--- src/rtl/fixed_to_rgb_pixel.sv ---
// Converts three signed fixed-point colour channels into one packed RGB pixel.
// Latency: 2 cycles from accepted input to valid_out (one per pipeline stage).
// Backpressure: ready_out drops only when both stages hold pixels and ready_in is low.
//
// Ports:
//   clk, rst            clock and synchronous active-high reset
//   start / ready_out   input handshake for r_in, g_in, b_in (signed, Q_BITS fraction bits)
//   valid_out / ready_in output handshake for pixel_out = {r, g, b}
//   sat_clear, sat_count clamped-channel debug counter (saturating) and its clear
module fixed_to_rgb_pixel #(
    parameter int WIDTH     = 24,
    parameter int Q_BITS    = 12,
    parameter int RGB_WIDTH = 8,
    parameter int CNT_WIDTH = 16
) (
    input  logic                   clk,
    input  logic                   rst,
    input  logic                   start,
    output logic                   ready_out,
    input  logic [WIDTH-1:0]       r_in,
    input  logic [WIDTH-1:0]       g_in,
    input  logic [WIDTH-1:0]       b_in,
    input  logic                   ready_in,
    output logic                   valid_out,
    output logic [3*RGB_WIDTH-1:0] pixel_out,
    input  logic                   sat_clear,
    output logic [CNT_WIDTH-1:0]   sat_count
);

    // Right shift from the Q format down to the output channel scale.
    localparam int S = Q_BITS - RGB_WIDTH;
    // Half an output LSB, added before the shift for round-half-up.
    localparam logic [WIDTH:0] RND = (WIDTH+1)'(1) << (S - 1);

    // Returns {clamped, channel}. The add is one bit wider than the input so a
    // maximum positive value plus the rounding constant cannot wrap.
    function automatic logic [RGB_WIDTH:0] conv_chan(input logic [WIDTH-1:0] x);
        logic [WIDTH:0]     y;
        logic [RGB_WIDTH:0] res;
        y   = ({1'b0, x} + RND) >> S;
        res = {1'b0, y[RGB_WIDTH-1:0]};
        if (x[WIDTH-1]) begin
            res = {1'b1, {RGB_WIDTH{1'b0}}};
        end else if (|y[WIDTH:RGB_WIDTH]) begin
            res = {1'b1, {RGB_WIDTH{1'b1}}};
        end
        return res;
    endfunction

    logic                   s1_valid_q, s1_valid_d;
    logic [RGB_WIDTH-1:0]   s1_r_q, s1_r_d;
    logic [RGB_WIDTH-1:0]   s1_g_q, s1_g_d;
    logic [RGB_WIDTH-1:0]   s1_b_q, s1_b_d;
    logic                   valid_out_q, valid_out_d;
    logic [3*RGB_WIDTH-1:0] pixel_out_q, pixel_out_d;
    logic [CNT_WIDTH-1:0]   sat_count_q, sat_count_d;

    logic [RGB_WIDTH:0]     r_conv, g_conv, b_conv;
    logic [1:0]             clamp_cnt;
    logic [CNT_WIDTH:0]     cnt_sum;
    logic                   s1_advance;
    logic                   accept;

    assign r_conv    = conv_chan(r_in);
    assign g_conv    = conv_chan(g_in);
    assign b_conv    = conv_chan(b_in);
    assign clamp_cnt = {1'b0, r_conv[RGB_WIDTH]} + {1'b0, g_conv[RGB_WIDTH]}
                     + {1'b0, b_conv[RGB_WIDTH]};

    // Stage 1 can move on whenever stage 2 is empty or draining this cycle,
    // which lets drain, advance and fill all happen on the same edge.
    assign s1_advance = s1_valid_q && (!valid_out_q || ready_in);
    assign ready_out  = !s1_valid_q || s1_advance;
    assign accept     = start && ready_out;

    // One bit of headroom detects overflow so the counter sticks at all-ones.
    assign cnt_sum = {1'b0, sat_count_q} + (CNT_WIDTH+1)'(clamp_cnt);

    always_comb begin
        s1_valid_d  = s1_valid_q;
        s1_r_d      = s1_r_q;
        s1_g_d      = s1_g_q;
        s1_b_d      = s1_b_q;
        valid_out_d = valid_out_q;
        pixel_out_d = pixel_out_q;
        sat_count_d = sat_count_q;

        if (accept) begin
            s1_valid_d = 1'b1;
            s1_r_d     = r_conv[RGB_WIDTH-1:0];
            s1_g_d     = g_conv[RGB_WIDTH-1:0];
            s1_b_d     = b_conv[RGB_WIDTH-1:0];
        end else if (s1_advance) begin
            s1_valid_d = 1'b0;
        end

        if (s1_advance) begin
            valid_out_d = 1'b1;
            pixel_out_d = {s1_r_q, s1_g_q, s1_b_q};
        end else if (ready_in) begin
            valid_out_d = 1'b0;
        end

        // Clear has priority and swallows any same-cycle increment.
        if (sat_clear) begin
            sat_count_d = '0;
        end else if (accept) begin
            sat_count_d = cnt_sum[CNT_WIDTH] ? {CNT_WIDTH{1'b1}} : cnt_sum[CNT_WIDTH-1:0];
        end
    end

    always_ff @(posedge clk) begin
        if (rst) begin
            s1_valid_q  <= 1'b0;
            s1_r_q      <= '0;
            s1_g_q      <= '0;
            s1_b_q      <= '0;
            valid_out_q <= 1'b0;
            pixel_out_q <= '0;
            sat_count_q <= '0;
        end else begin
            s1_valid_q  <= s1_valid_d;
            s1_r_q      <= s1_r_d;
            s1_g_q      <= s1_g_d;
            s1_b_q      <= s1_b_d;
            valid_out_q <= valid_out_d;
            pixel_out_q <= pixel_out_d;
            sat_count_q <= sat_count_d;
        end
    end

    assign valid_out = valid_out_q;
    assign pixel_out = pixel_out_q;
    assign sat_count = sat_count_q;

endmodule

--- config.mk ---
export PLATFORM = sky130hd
export DESIGN_NAME = fixed_to_rgb_pixel
export DESIGN_NICKNAME = d
export VERILOG_FILES = /design/src/rtl/fixed_to_rgb_pixel.sv
export SDC_FILE = /design/constraint.sdc
export NUM_CORES = 1
export LEC_CHECK = 0
export BUFFER_PORTS_ARGS = -buffer_cell sky130_fd_sc_hd__buf_2
export CAP_MARGIN = 5
export CORE_ASPECT_RATIO = 1.1
export CORE_MARGIN = 8
export CORE_UTILIZATION = 45
export CTS_BUF_LIST = sky130_fd_sc_hd__clkbuf_4
export CTS_CLUSTER_SIZE = 28
export DETAILED_ROUTE_END_ITERATION = 10
export HOLD_SLACK_MARGIN = 0.15
export PLACE_DENSITY = 0.73
export SETUP_SLACK_MARGIN = 0.2
export SYNTH_ARGS = -nofsm -noshare
export SYNTH_HDL_FRONTEND = slang
export SYNTH_SLANG_ARGS = --single-unit
--- constraint.sdc ---
create_clock -name clk -period 4.4 [get_ports clk]
set_input_delay 0.22 -clock clk [delete_from_list [all_inputs] [get_ports clk]]
set_output_delay 0.22 -clock clk [all_outputs]
set_load 0.03 [all_outputs]
==> results by group <==
Global routing
  • GRT overflow: 0
  • Largest net degree at the start of global routing: 33
  • GR Util All Layers: 16.5%
  • Vias in the first global route: 3848
  • Antenna violations before repair: 0
  • First-pass GRT wire length: approximately 17000 um

Yosys
  • Post-synth ARST share: 0%
  • Synth Flop Type: dfxtp_1
  • YS warnings: 0
  • Post-synth net total: about 580
  • Post-synth cell types: 49
  • Syn Area/Cell: roughly 7.7 um^2
  • Post-Syn Area: between 3000 and 4000 um^2
  • Post-synth EDFFs: 0
  • Post-synthesis sequential area ratio: about a third
  • Synth Register Bits: 66
  • Syn Inst Count: a little under 500

Die
  • Ports: roughly 120
  • Die height: ~110 um
  • Rows: 35
  • Die W: just over 100 um
  • Die Area: around 12000 um^2
  • Core footprint: 8280 um^2
  • Initial Util: between 40% and 50%

Setup path
  • Worst-path maximum fanout: 7
  • Reg2reg path depth: 10
  • Crit Reg-Reg Startpoint: sat_count[0]
  • Critical path origin: r_in[3]
  • Nature of the critical path endpoint: flop
  • CP required: 4.72 ns
  • Critical path arrival: approximately 3.9 ns
  • Reg2Reg Setup Slack: between 1.5 and 2 ns
  • R2r endpoint: sat_count[0]
  • Crit path kind: in2reg
  • Crit start category: primary input

Timing
  • Tcrit/Tclk final: around 81%
  • Final TNS setup: 0 ns
  • Slew HR: approximately two fifths
  • Least-Margin Pin Slew: ~0.9 ns
  • Max Slew Vio Count: 0
  • Endpoints failing hold: 0
  • RSZ-0062 raised after global routing: false
  • Fin crit period: ~3.5 ns
  • Fmax achieved: ~280 MHz
  • Clock Skews: roughly 0.013 ns
  • Final setup fails: 0

Pwr
  • Net Sw Frac: a little over a quarter
  • Net load switching power: 352 uW
  • Sequential Power Share: about half
  • PD cells: around 280 nW/um^2
  • Clk pwr share: about a third
  • Cell internal pwr: ~950 uW
  • Peak supply drop: roughly 0.00021 V
  • Leak: 0.00189 uW
  • Combinational power share: around 16%

Clock network
  • CTS sink cnt: 66
  • Clk buf depth: 2
  • CTS tree: built
  • Root Buffer: clkbuf_4
  • Post-CTS Setup Bufs: 0
  • CTS H-tree depth: 3
  • Clock transition at path regs: about 0.11 ns
  • Skew-Pair Late Insertion Delay: between 0.3 and 0.4 ns
  • CTS Buf Count: 9
  • Hold Buf Count CTS: 2
  • Post-CTS sizing: 0

Detailed routing
  • DR pass1 iterations: 4
  • Final wirelength: about 10000 um
  • Vias/cell: roughly 5.5
  • Antenna-violating nets left: 0
  • Detailed Route Iter0 Violations: between 150 and 200
  • WL/cell: roughly 14 um
  • Vias: a little under 4k
  • Drc violations: 0

Cells and area
  • Area delta synth->final: 22.0%
  • Share of cells above drive strength 1: a little under a quarter
  • Post-layout net count: slightly below 700
  • Finished Core Util: 56.0%
  • FILL cells: slightly above 800
  • Number of diodes: 0

Run
  • Max cap viols: 0

Worst hold path
  • Hold Path Depth: 3
  • Worst hold start: b_in[7]
  • HP Class: in2reg
  • Hold Path Sink: s1_b_q[3]

Placement
  • Final HPWL DP: between 7000 and 8000 um
  • IO buf count: about 110
  • Final Wtd Congestion: around 0.8

Run status
  • Status: complete, no violations
cells by family (layout without fill, tap and decap cells):
group | after synthesis | count (layout) | synth area share [%]
adder cells (fa/ha/maj) | 7 | 7 | 2.70
buffers and inverters | 33 | 147 | 3.26
AND/OR/NAND/NOR | 213 | 213 | 28.7
multiplexers | 4 | 4 | 1.05
flip-flops | 66 | 66 | 34.8
AO/OA/AOI/OAI | 129 | 129 | 20.5
XOR/XNOR | 39 | 39 | 9.00
per-layer routing:
metal	share of wire, %	GRT usage, %	wire length [um]	vias to the layer above
met1	43	18.3	4300	1837
li1	-	-	-	2010
met5	0	0	0	-
met4	0.89	4.22	89	0
met3	4.7	4.36	472	10
met2	51	30.4	5130	95
worst max path at each step:
stage	depth (start not counted)	slack, ns	end
floorplan	15	0.65	sat_count[10]
global placement	16	0.55	sat_count[0]
detailed placement	16	0.47	sat_count[0]
CTS	16	0.89	sat_count[0]
global route	16	0.51	sat_count[5]
finish	16	0.85	sat_count[0]
through the flow:
stage / cell area [um^2] / instances / worst slack [ns] / hold slack (ns) / total power, uW
floorplan: 3800 / 491 / 0.652 / 0.349 / 772
global placement: 4450 / 698 / 0.548 / 0.438 / 857
detailed placement: 4450 / 698 / 0.466 / 0.444 / 862
CTS: 4630 / 716 / 0.890 / 0.178 / 1310
global route: 4630 / 716 / 0.507 / 0.193 / 1370
finish: 4630 / 716 / 0.852 / 0.208 / 1300
cell usage after synthesis, types with 3 or more instances:
cell type,n,share of area (%)
nand4_1,17,2.8
clkbuf_1,16,1.6
and3_2,3,0.59
xnor2_1,25,5.8
a21oi_1,65,8.6
nand3_1,27,3.6
o21ai_0,20,2.6
o31ai_1,3,0.59
nor4_1,5,0.82
inv_1,15,1.5
or3_1,5,0.82
dfxtp_1,66,35
and3_1,7,1.2
xor2_1,14,3.2
nand2b_1,3,0.49
a311oi_1,10,2.3
o22ai_1,4,0.66
a21o_1,3,0.59
nor3_1,21,2.8
or4_1,3,0.59
ha_1,5,1.6
and4_1,5,1.2
mux2i_1,4,1.1
a31oi_1,9,1.5
nand2_1,74,7.3
nor2_1,30,3.0
o31a_1,3,0.69
worst max-delay path: stages:
cell	delay, ns
buf_2	0.10
ha_1	0.22
nand4_1	0.26
or2_1	0.34
o31ai_1	0.24
o211ai_1	0.16
nor4_4	0.38
fa_1	0.46
inv_1	0.07
ha_1	0.19
fa_1	0.23
nand4_1	0.19
nor3_1	0.34
nand4_1	0.16
buf_4	0.19
a31oi_1	0.12
power by group through the flow:
stage	clock, uW	sequential [uW]	combinational (uW)
after floorplan	0	665	107
after CTS	464	637	213
after global placement	0	650	207
final	448	637	213
after global routing	490	641	237
after detailed placement	0	651	211
sequential cells by signal, indices dropped and copies added, names as in the netlist:
signal,flops
pixel_out,24
sat_count,16
s1_b_q,8
s1_g_q,8
s1_r_q,8
s1_valid_q,1
valid_out,1
layout by cell type (no fill, tap or decap), types with 5 or more instances in the layout:
master | Yosys | final
a21oi_1 | 65 | 65
a311oi_1 | 10 | 10
a31oi_1 | 9 | 9
and3_1 | 7 | 7
and4_1 | 5 | 5
buf_2 | 0 | 109
buf_4 | 0 | 5
clkbuf_4 | 0 | 11
dfxtp_1 | 66 | 66
ha_1 | 5 | 5
inv_1 | 15 | 15
nand2_1 | 74 | 74
nand3_1 | 27 | 27
nand4_1 | 17 | 17
nor2_1 | 30 | 30
nor3_1 | 21 | 21
nor4_1 | 5 | 5
o21ai_0 | 20 | 20
or3_1 | 5 | 5
xnor2_1 | 25 | 25
xor2_1 | 14 | 14
cell type report:
class	count	area, um^2	area share [%]
Timing Repair Buffer	116	603	13.0
Sequential cell	66	1320	28.5
Multi-Input combinational cell	392	2350	50.8
Inverter	15	56.3	1.22
Clock buffer	11	82.6	1.78
Clock inverter	5	78.8	1.70
Tap cell	111	139	3.00
Power figures use the tool's default switching activity.
